--- src/rtl/byte_unstrip_n.sv ---
// byte_unstrip_n: lane-to-byte unstriper with valid/ready flow control on both sides.
// A multi-lane word is captured into holding registers in one handshake, then its
// surviving lanes are emitted one per output handshake, lowest lane index first.

module byte_unstrip_n #(
    parameter int unsigned        LANES    = 4,
    parameter int unsigned        DATA_W   = 8,
    parameter bit                 DROP_SKP = 1'b1,
    parameter logic [DATA_W-1:0]  SKP_CODE = 8'h1C
) (
    input  logic                      CLK,
    input  logic                      RESET_L,
    input  logic [LANES*DATA_W-1:0]   LANE_DATA,
    input  logic [LANES-1:0]          LANE_K,
    input  logic                      IN_VALID,
    output logic                      IN_READY,
    input  logic [1:0]                WIDTH_SEL,
    output logic [DATA_W-1:0]         D,
    output logic                      DK,
    output logic                      OUT_VALID,
    input  logic                      OUT_READY
);

    // Holding registers and pending-lane mask; this is the entire state.
    logic [LANES-1:0][DATA_W-1:0] h_data_q, h_data_d;
    logic [LANES-1:0]             h_k_q, h_k_d;
    logic [LANES-1:0]             pend_q, pend_d;

    logic [3:0]       act_raw;
    logic [3:0]       act_cnt;
    logic [LANES-1:0] new_pend;
    logic [LANES-1:0] lowest;
    logic             single;
    logic             in_hs;
    logic             out_hs;

    // Active lane count from WIDTH_SEL, clamped to the physical lane count.
    always_comb begin
        unique case (WIDTH_SEL)
            2'd0:    act_raw = 4'd1;
            2'd1:    act_raw = 4'd2;
            2'd2:    act_raw = 4'd4;
            default: act_raw = 4'd8;
        endcase
        act_cnt = (32'(act_raw) > LANES) ? LANES[3:0] : act_raw;
    end

    // Pending mask for an incoming word: active lanes that are not skip symbols.
    always_comb begin
        new_pend = '0;
        for (int unsigned i = 0; i < LANES; i++) begin
            new_pend[i] = (i < 32'(act_cnt)) &&
                          !(DROP_SKP && LANE_K[i] &&
                            (LANE_DATA[i*DATA_W +: DATA_W] == SKP_CODE));
        end
    end

    // Isolate the lowest pending lane; it is the one currently presented.
    always_comb begin
        lowest = pend_q & (~pend_q + LANES'(1));
        single = (pend_q != '0) && (pend_q == lowest);
    end

    // Outputs are a mux of registered state only; IN_READY also looks at OUT_READY
    // so the final pop and the next capture can share a cycle.
    always_comb begin
        D = '0;
        DK = 1'b0;
        for (int unsigned i = 0; i < LANES; i++) begin
            if (lowest[i]) begin
                D  = D | h_data_q[i];
                DK = DK | h_k_q[i];
            end
        end
        OUT_VALID = (pend_q != '0);
        IN_READY  = (pend_q == '0) || (OUT_READY && single);
    end

    assign in_hs  = IN_VALID && IN_READY;
    assign out_hs = OUT_VALID && OUT_READY;

    // Next state: a pop clears the lowest pending bit; a capture replaces the word.
    // A capture only happens when the mask is empty or its last bit is being popped,
    // so overwriting the mask after the pop is safe.
    always_comb begin
        pend_d   = pend_q;
        h_data_d = h_data_q;
        h_k_d    = h_k_q;
        if (out_hs) begin
            pend_d = pend_q & ~lowest;
        end
        if (in_hs) begin
            pend_d   = new_pend;
            h_data_d = LANE_DATA;
            h_k_d    = LANE_K;
        end
    end

    // State register with asynchronous active-low clear.
    always_ff @(posedge CLK or negedge RESET_L) begin
        if (!RESET_L) begin
            pend_q   <= '0;
            h_data_q <= '0;
            h_k_q    <= '0;
        end else begin
            pend_q   <= pend_d;
            h_data_q <= h_data_d;
            h_k_q    <= h_k_d;
        end
    end

`ifndef SYNTHESIS
    // A stalled symbol must stay put until the consumer takes it.
    hold_under_backpressure: assert property (
        @(posedge CLK) disable iff (!RESET_L)
        (OUT_VALID && !OUT_READY) |=> (OUT_VALID && $stable(D) && $stable(DK))
    );

    // Accepting a word while symbols are pending is only legal on the final pop.
    no_overwrite_pending: assert property (
        @(posedge CLK) disable iff (!RESET_L)
        (IN_READY && OUT_VALID) |-> OUT_READY
    );
`endif

endmodule
--- config.mk ---
export PLATFORM = sky130hd
export DESIGN_NAME = byte_unstrip_n
export DESIGN_NICKNAME = d
export VERILOG_FILES = /design/src/rtl/byte_unstrip_n.sv
export SDC_FILE = /design/constraint.sdc
export NUM_CORES = 1
export LEC_CHECK = 0
export ABC_AREA = 1
export ABC_CLOCK_PERIOD_IN_PS = 4000
export BUFFER_PORTS_ARGS = -buffer_cell sky130_fd_sc_hd__buf_4
export CAP_MARGIN = 25
export CORE_ASPECT_RATIO = 0.6
export CORE_MARGIN = 1.5
export CORE_UTILIZATION = 31
export DETAILED_ROUTE_END_ITERATION = 10
export PLACE_DENSITY = 0.52
export SYNTH_ARGS = -nofsm -noshare
export SYNTH_HDL_FRONTEND = slang
export SYNTH_SLANG_ARGS = --single-unit
--- constraint.sdc ---
create_clock -name CLK -period 4 [get_ports CLK]
set_input_delay 0.8 -clock CLK [delete_from_list [all_inputs] [get_ports CLK]]
set_output_delay 0.8 -clock CLK [all_outputs]
set_load 0.1 [all_outputs]
==> results of run 1 <==
[cells in the final DEF, fill, tap and decap left out]
cell type   n
o21ai_1    16
a21oi_1     6
nor3_2      1
nand2_2     1
or2_2       1
nor2_4      1
dfrtp_1    40
nand4_1     2
nor2_1     17
nor2_2      1
clkinv_2    2
nand3_1    31
o2111ai_1   9
nor3_1      1
inv_1      28
o22ai_1     1
nand2_1    98
clkbuf_8    6
clkinv_1    1
buf_4      54
[area by class of cell]
type | count | area (µm²) | area share
Clock buffer | 6 | 82.58 | 0.03235
Clock inverter | 2 | 10.01 | 0.003922
Inverter | 29 | 108.9 | 0.04265
Multi-Input combinational cell | 186 | 839.6 | 0.3289
Sequential cell | 40 | 1001 | 0.3922
Tap cell | 84 | 105.1 | 0.04118
Timing Repair Buffer | 54 | 405.4 | 0.1588
[worst paths after layout]
check | from | end | slack (ns) | depth (start not counted)
max | pend_q[1] | D[2] | 1.10 | 4
min | RESET_L | h_data_q[25] | 0.48 | 1
max reg2reg | pend_q[1] | h_data_q[31] | 1.64 | 10
min reg2reg | h_data_q[3] | h_data_q[3] | 0.48 | 2
max in group asynchronous | RESET_L | h_data_q[18] | 3.16 | 1
min in group CLK | h_data_q[3] | h_data_q[3] | 0.48 | 2
[flip-flops by register name, summed over array words and instances (netlist names)]
name	cells
h_data_q	32
h_k_q	4
pend_q	4
[kinds of logic (layout without fill, tap and decap cells)]
group / count (synthesis) / after routing / share of synthesized area
DFF: 40 / 40 / 0.4960
buffers and inverters: 41 / 91 / 0.08802
and+or+nand+nor: 154 / 154 / 0.3193
AOI/OAI and AO/OA: 32 / 32 / 0.09672
[cells in the mapped netlist]
library cell / instances / share of area
buf_2: 7 / 0.017
a21oi_1: 6 / 0.015
clkbuf_1: 1 / 0.0019
nand2_1: 98 / 0.18
nor2_4: 1 / 0.0056
nand3_1: 31 / 0.077
o2111ai_1: 9 / 0.039
nor2_1: 17 / 0.032
buf_1: 1 / 0.0019
nor3_2: 1 / 0.0050
inv_1: 28 / 0.052
nor3_1: 1 / 0.0025
or2_2: 1 / 0.0031
nor2_2: 1 / 0.0031
buf_4: 2 / 0.0074
nand2_2: 1 / 0.0031
buf_6: 1 / 0.0056
nand4_1: 2 / 0.0062
dfrtp_1: 40 / 0.50
o22ai_1: 1 / 0.0031
clkinv_1: 1 / 0.0019
o21ai_1: 16 / 0.040
[routing by layer]
layer | vias to the layer above | GRT usage | wire (µm)
met4 | 0 | 0.04000 | 31
li1 | 953 | - | -
met1 | 835 | 0.2943 | 3120
met5 | - | 0 | 0
met2 | 70 | 0.2277 | 2113
met3 | 5 | 0.04960 | 490
[power groups by stage]
stage / clock (mW) / sequential [mW] / combinational (mW)
floorplan: 0 / 0.682 / 1.15
global placement: 0 / 0.747 / 1.40
detailed placement: 0 / 0.748 / 1.41
CTS: 0.288 / 0.741 / 1.41
global route: 0.308 / 0.770 / 1.51
finish: 0.278 / 0.743 / 1.41
[worst max-delay path: cells and delay by family, from the launching register on]
kind / cells / cell delay [ns]
flip-flops: 1 / 0.56
AND/OR/NAND/NOR: 2 / 0.53
AO/OA/AOI/OAI: 1 / 0.37
buffers and inverters: 1 / 0.35
==> out/results.ini, run 1 <==
[run_status]
status=completed

[floorplanning]
initial_core_util=0.3259
dieHeight_um=65.50
core_region_area_um2=6193
die_width_um=107.2
dieArea_um2=7019
rows=22
pin_count=53

[setup_path]
cp_slowest_cell=dfrtp_1
cp_max_fo=13
worstPathCellList=nor2_4, nand3_1, o2111ai_1, buf_4
crit_arrival_ns=2.10
end_kind=output pin
crit_path_start_kind=flop
worst-setup-path-type=flop to output pin
slowest_delay_ns=0.56
required_ns=3.20

[placement]
pre_cts_ws_ns=1.444
placed_cell_area_um2=2460
port_buffers=52
hpwl_mm=4.392
routabilityCongestion=0.8938
dpl.cell_count=393

[synthesis]
yosysSeqAreaShare=0.4960
synthCells=267
ys_seq_elements=40
yosys_warnings=0
syn_area_per_cell_um2=7.559
synth.distinct_cells=22
synth_fp_nets=309
synth_area_um2=2018

[cells_and_area]
fillers=660
layout-drive-gt1-share=0.2114
syn_to_final_growth_pct=26.47
fin_util=0.4121
nets=358
final_cells=401
diodes=0
final_cell_area_um2=2552

[global_routing]
grt_pass1_vias=1819
grt_overflow=0
track_usage=0.1811
grt_start_max_net_pins=41
antenna_found_initial=0
grt_pass1_wl_mm=9.556

[routing]
wirelength_mm=5.755
drc=0
drtAntennaViolNets=0
via_per_inst=4.646
drtPass1Iterations=4
wl_per_cell_um=14.35
dr.first_iter.drc_count=120
vias=1863

[cts]
clock-root-buffer=clkbuf_8
cts_resized=0
postCtsSetupRepairBufs=0
clk_latency_ns=0.29
cts_tree=done
clk_pin_slew_worst_paths_ns=0.08
ctsHoldBuffers=0
clock_sinks=40
numCtsBuffers=5
clockBufferDepth=2
h-tree-depth=2

[power]
p_switching_mw=1.362
p_int_mw=1.065
seqPwrFrac=0.306
p_leak_nw=1.340
peakVddDrop_mv=0.3781
comb_power_share=0.579
sw_frac_of_total=0.5611
clock_power_share=0.115
powerDensity_nw_per_um2=950.7
finalPower_mw=2.427

[sta]
relSlewSlack=0.5838
final_hold_viol_count=0
fin_crit_sh=0.7248
fmax_ghz=0.3449
slew_viol_final=0
finClkSkew_ns=0.007481
finalSetupViolCount=0
holdWs_ns=0.4776
setup_slack_ns=1.101
worstMarginPinSlew_ns=0.6209
rsz0062_at_grt=no
min_period_ns=2.899
finalSetupTns_ns=0

[min_path]
hp-class=primary input to asynchronous set/reset pin

[job]
maxCapViolCount=0

No activity file was read; power rests on OpenSTA's default activity.
==> run 2: changes to the inputs <==
==> config.mk (replaced) <==
export PLATFORM = sky130hd
export DESIGN_NAME = byte_unstrip_n
export DESIGN_NICKNAME = d
export VERILOG_FILES = /design/src/rtl/byte_unstrip_n.sv
export SDC_FILE = /design/constraint.sdc
export NUM_CORES = 1
export LEC_CHECK = 0
export ABC_AREA = 0
export ABC_CLOCK_PERIOD_IN_PS = 2990
export BUFFER_PORTS_ARGS = -buffer_cell sky130_fd_sc_hd__buf_4
export CAP_MARGIN = 25
export CORE_ASPECT_RATIO = 0.6
export CORE_MARGIN = 1.5
export CORE_UTILIZATION = 31
export DETAILED_ROUTE_END_ITERATION = 10
export PLACE_DENSITY = 0.51
export SYNTH_ARGS = -nofsm -noshare
export SYNTH_HDL_FRONTEND = slang
export SYNTH_SLANG_ARGS = --single-unit
==> constraint.sdc (replaced) <==
create_clock -name CLK -period 2.99 [get_ports CLK]
set_input_delay 0.598 -clock CLK [delete_from_list [all_inputs] [get_ports CLK]]
set_output_delay 0.598 -clock CLK [all_outputs]
set_load 0.1 [all_outputs]
==> run 2 against run 1 <==
- synthesized cell count decreased by 43%
- core utilization up 0.35 points
- final area rose by 2.2%
- hold slack worse by 0.20 ns
- setup slack got worse by 0.90 ns
- critical path depth stayed put
- critical path type unchanged
- sequential cell count did not move
- routed wire length decreased by 15%
==> out/results.ini, run 2 <==
[synthesis]
ys.flop_type=dfrtp_1
yosysSeqAreaShare=0.4851
synthCells=151
netlist.area_leader.share=0.4851
ys_top_cells_by_area=dfrtp_1, mux2_4, a221o_1, a22oi_1, buf_6
async_flop_share=1.000
synth_area_um2=2063
synth_mux_area_frac=0.2620
netlist.top_cell.by_area=dfrtp_1
syn_area_per_cell_um2=13.66
synth_compound_area_frac=0.1273
synthXorXnorAreaFrac=0
yosysMostFrequentCell=dfrtp_1
synth-simple-area-share=0.08369
synth_top_family_by_area=multiplexers
yosys_warnings=0
synth.distinct_cells=28
yosys.area_share.adder=0.005458
synth_fp_nets=193
synth-edff-count=0
ys_seq_elements=40
netlist_top_cells_count=dfrtp_1, mux2_4, nor2_1, a221o_1, a22oi_1

[setup_path]
required_ns=2.39
worst-setup-path-type=flop to output pin
crit_arrival_ns=2.19
worstPathCellList=nor3_1, and2_1, a221o_1, buf_4
slowest_delay_ns=0.58
end_kind=output pin
cp_slowest_cell=dfrtp_1
critPathBufInv=1
cp_max_fo=16
crit_path_start_kind=flop
crit_family=simple AND/OR/NAND/NOR gates

[cts]
clk_pin_slew_worst_paths_ns=0.08
ctsHoldBuffers=0
clk_latency_ns=0.29
h-tree-depth=2
clock_sinks=40
numCtsBuffers=5
cts_tree=done
postCtsSetupRepairBufs=0
clock-root-buffer=clkbuf_8
clockBufferDepth=2
cts_resized=0

[sta]
min_period_ns=2.787
finalSetupViolCount=0
slew_viol_final=0
worstMarginPinSlew_ns=0.7314
finClkSkew_ns=0.008904
relSlewSlack=0.5124
final_hold_viol_count=0
rsz0062_at_grt=no
finalSetupTns_ns=0
fin_crit_sh=0.9323
fmax_ghz=0.3587

[routing]
via_per_inst=4.962
drtAntennaViolNets=0
drc=0
dr.first_iter.drc_count=37
wl_per_cell_um=17.06
vias=1419
wirelength_mm=4.880
drtPass1Iterations=4

[floorplanning]
rows=22
core_region_area_um2=6276
initial_core_util=0.3287
pin_count=53
die_width_um=108.3
dieArea_um2=7170
dieHeight_um=66.20

[global_routing]
antenna_found_initial=0
grt_overflow=0
grt_pass1_vias=1614
grt_start_max_net_pins=41
track_usage=0.1494
grt_pass1_wl_mm=8.038

[job]
maxCapViolCount=0

[cells_and_area]
final_cell_mix=buf_4, dfrtp_1, mux2_4
regMostFlops=h_data_q
nets=244
largest_reg_flops=32
reg.largest.list=h_data_q: 32 flops, h_k_q: 4 flops, pend_q: 4 flops
layout-drive-gt1-share=0.4950
layout_commonest_cell=buf_4
syn_to_final_growth_pct=26.44
diodes=0

[run_status]
status=completed

[min_path]
hp-class=primary input to asynchronous set/reset pin

[placement]
hpwl_mm=3.685
port_buffers=52
routabilityCongestion=0.8683

## run 2: cell count changes after synthesis, moves of 5 or more
cell / delta
a221o_1: +9
clkbuf_1: +5
buf_2: -7
inv_1: -26
a22oi_1: +9
o21ai_0: +7
o21ai_1: -16
nand3_1: -31
a21oi_1: -6
nor2_1: -5
o2111ai_1: -9
nand2_1: -94
mux2_4: +36
## run 2: cell families (layout without fill, tap and decap cells)
| group | count (synthesis) | after routing |
|---|---|---|
| DFF | 40 | 40 |
| muxes | 36 | 36 |
| AOI/OAI and AO/OA | 32 | 32 |
| and+or+nand+nor | 30 | 30 |
| buffers and inverters | 12 | 63 |
| adders and majority gates | 1 | 1 |
## run 2: worst register-to-register path: stages (launching register included)
cell	delay (ns)
dfrtp_1	0.68
a211o_1	0.22
o41a_4	0.63
mux2_4	0.39
## run 2: final timing paths
check | from | to | cells past startpoint | slack [ns]
max reg2reg | pend_q[1] | h_data_q[27] | 3 | 0.96
min | RESET_L | h_data_q[9] | 1 | 0.27
max in group asynchronous | RESET_L | h_data_q[31] | 1 | 2.34
min reg2reg | h_data_q[15] | h_data_q[15] | 1 | 0.52
max | pend_q[1] | DK | 4 | 0.20
min in group CLK | h_data_q[15] | h_data_q[15] | 1 | 0.52
## run 2: cell type report
| cell class | instances | area (µm²) |
|---|---|---|
| repair buffers | 54 | 405.4 |
| multi-input cells | 99 | 993.5 |
| fillers | 622 | 3667 |
| inverters | 2 | 7.507 |
| clock buffers | 7 | 96.34 |
| well taps | 84 | 105.1 |
| flip-flops and latches | 40 | 1001 |
## run 2: through the flow
stage	cells	utilization	hold slack (ns)	cell area, µm²	setup WS, ns
final	286	0.4157	0.2734	2609	0.2025
after detailed placement	279	0.4003	0.4948	2512	0.5455
after global routing	286	0.4157	0.3288	2609	0.08403
after CTS	286	0.4157	0.2965	2609	0.2121
after floorplan	151	-	0.3024	2069	0.4170
after global placement	279	0.4003	0.4938	2512	0.6039
## run 2: layer usage
metal	wire length [µm]	GRT usage	vias up	part of all wire
met5	0	0	-	0
met4	0	0.01974	0	0
met3	376	0.05123	0	0.077
met2	2082	0.2318	45	0.43
met1	2421	0.2065	709	0.50
li1	-	-	665	-
Power of run 2 is not shown: default switching activity piles up to over one toggle a cycle in this logic, so the estimate is an artifact.
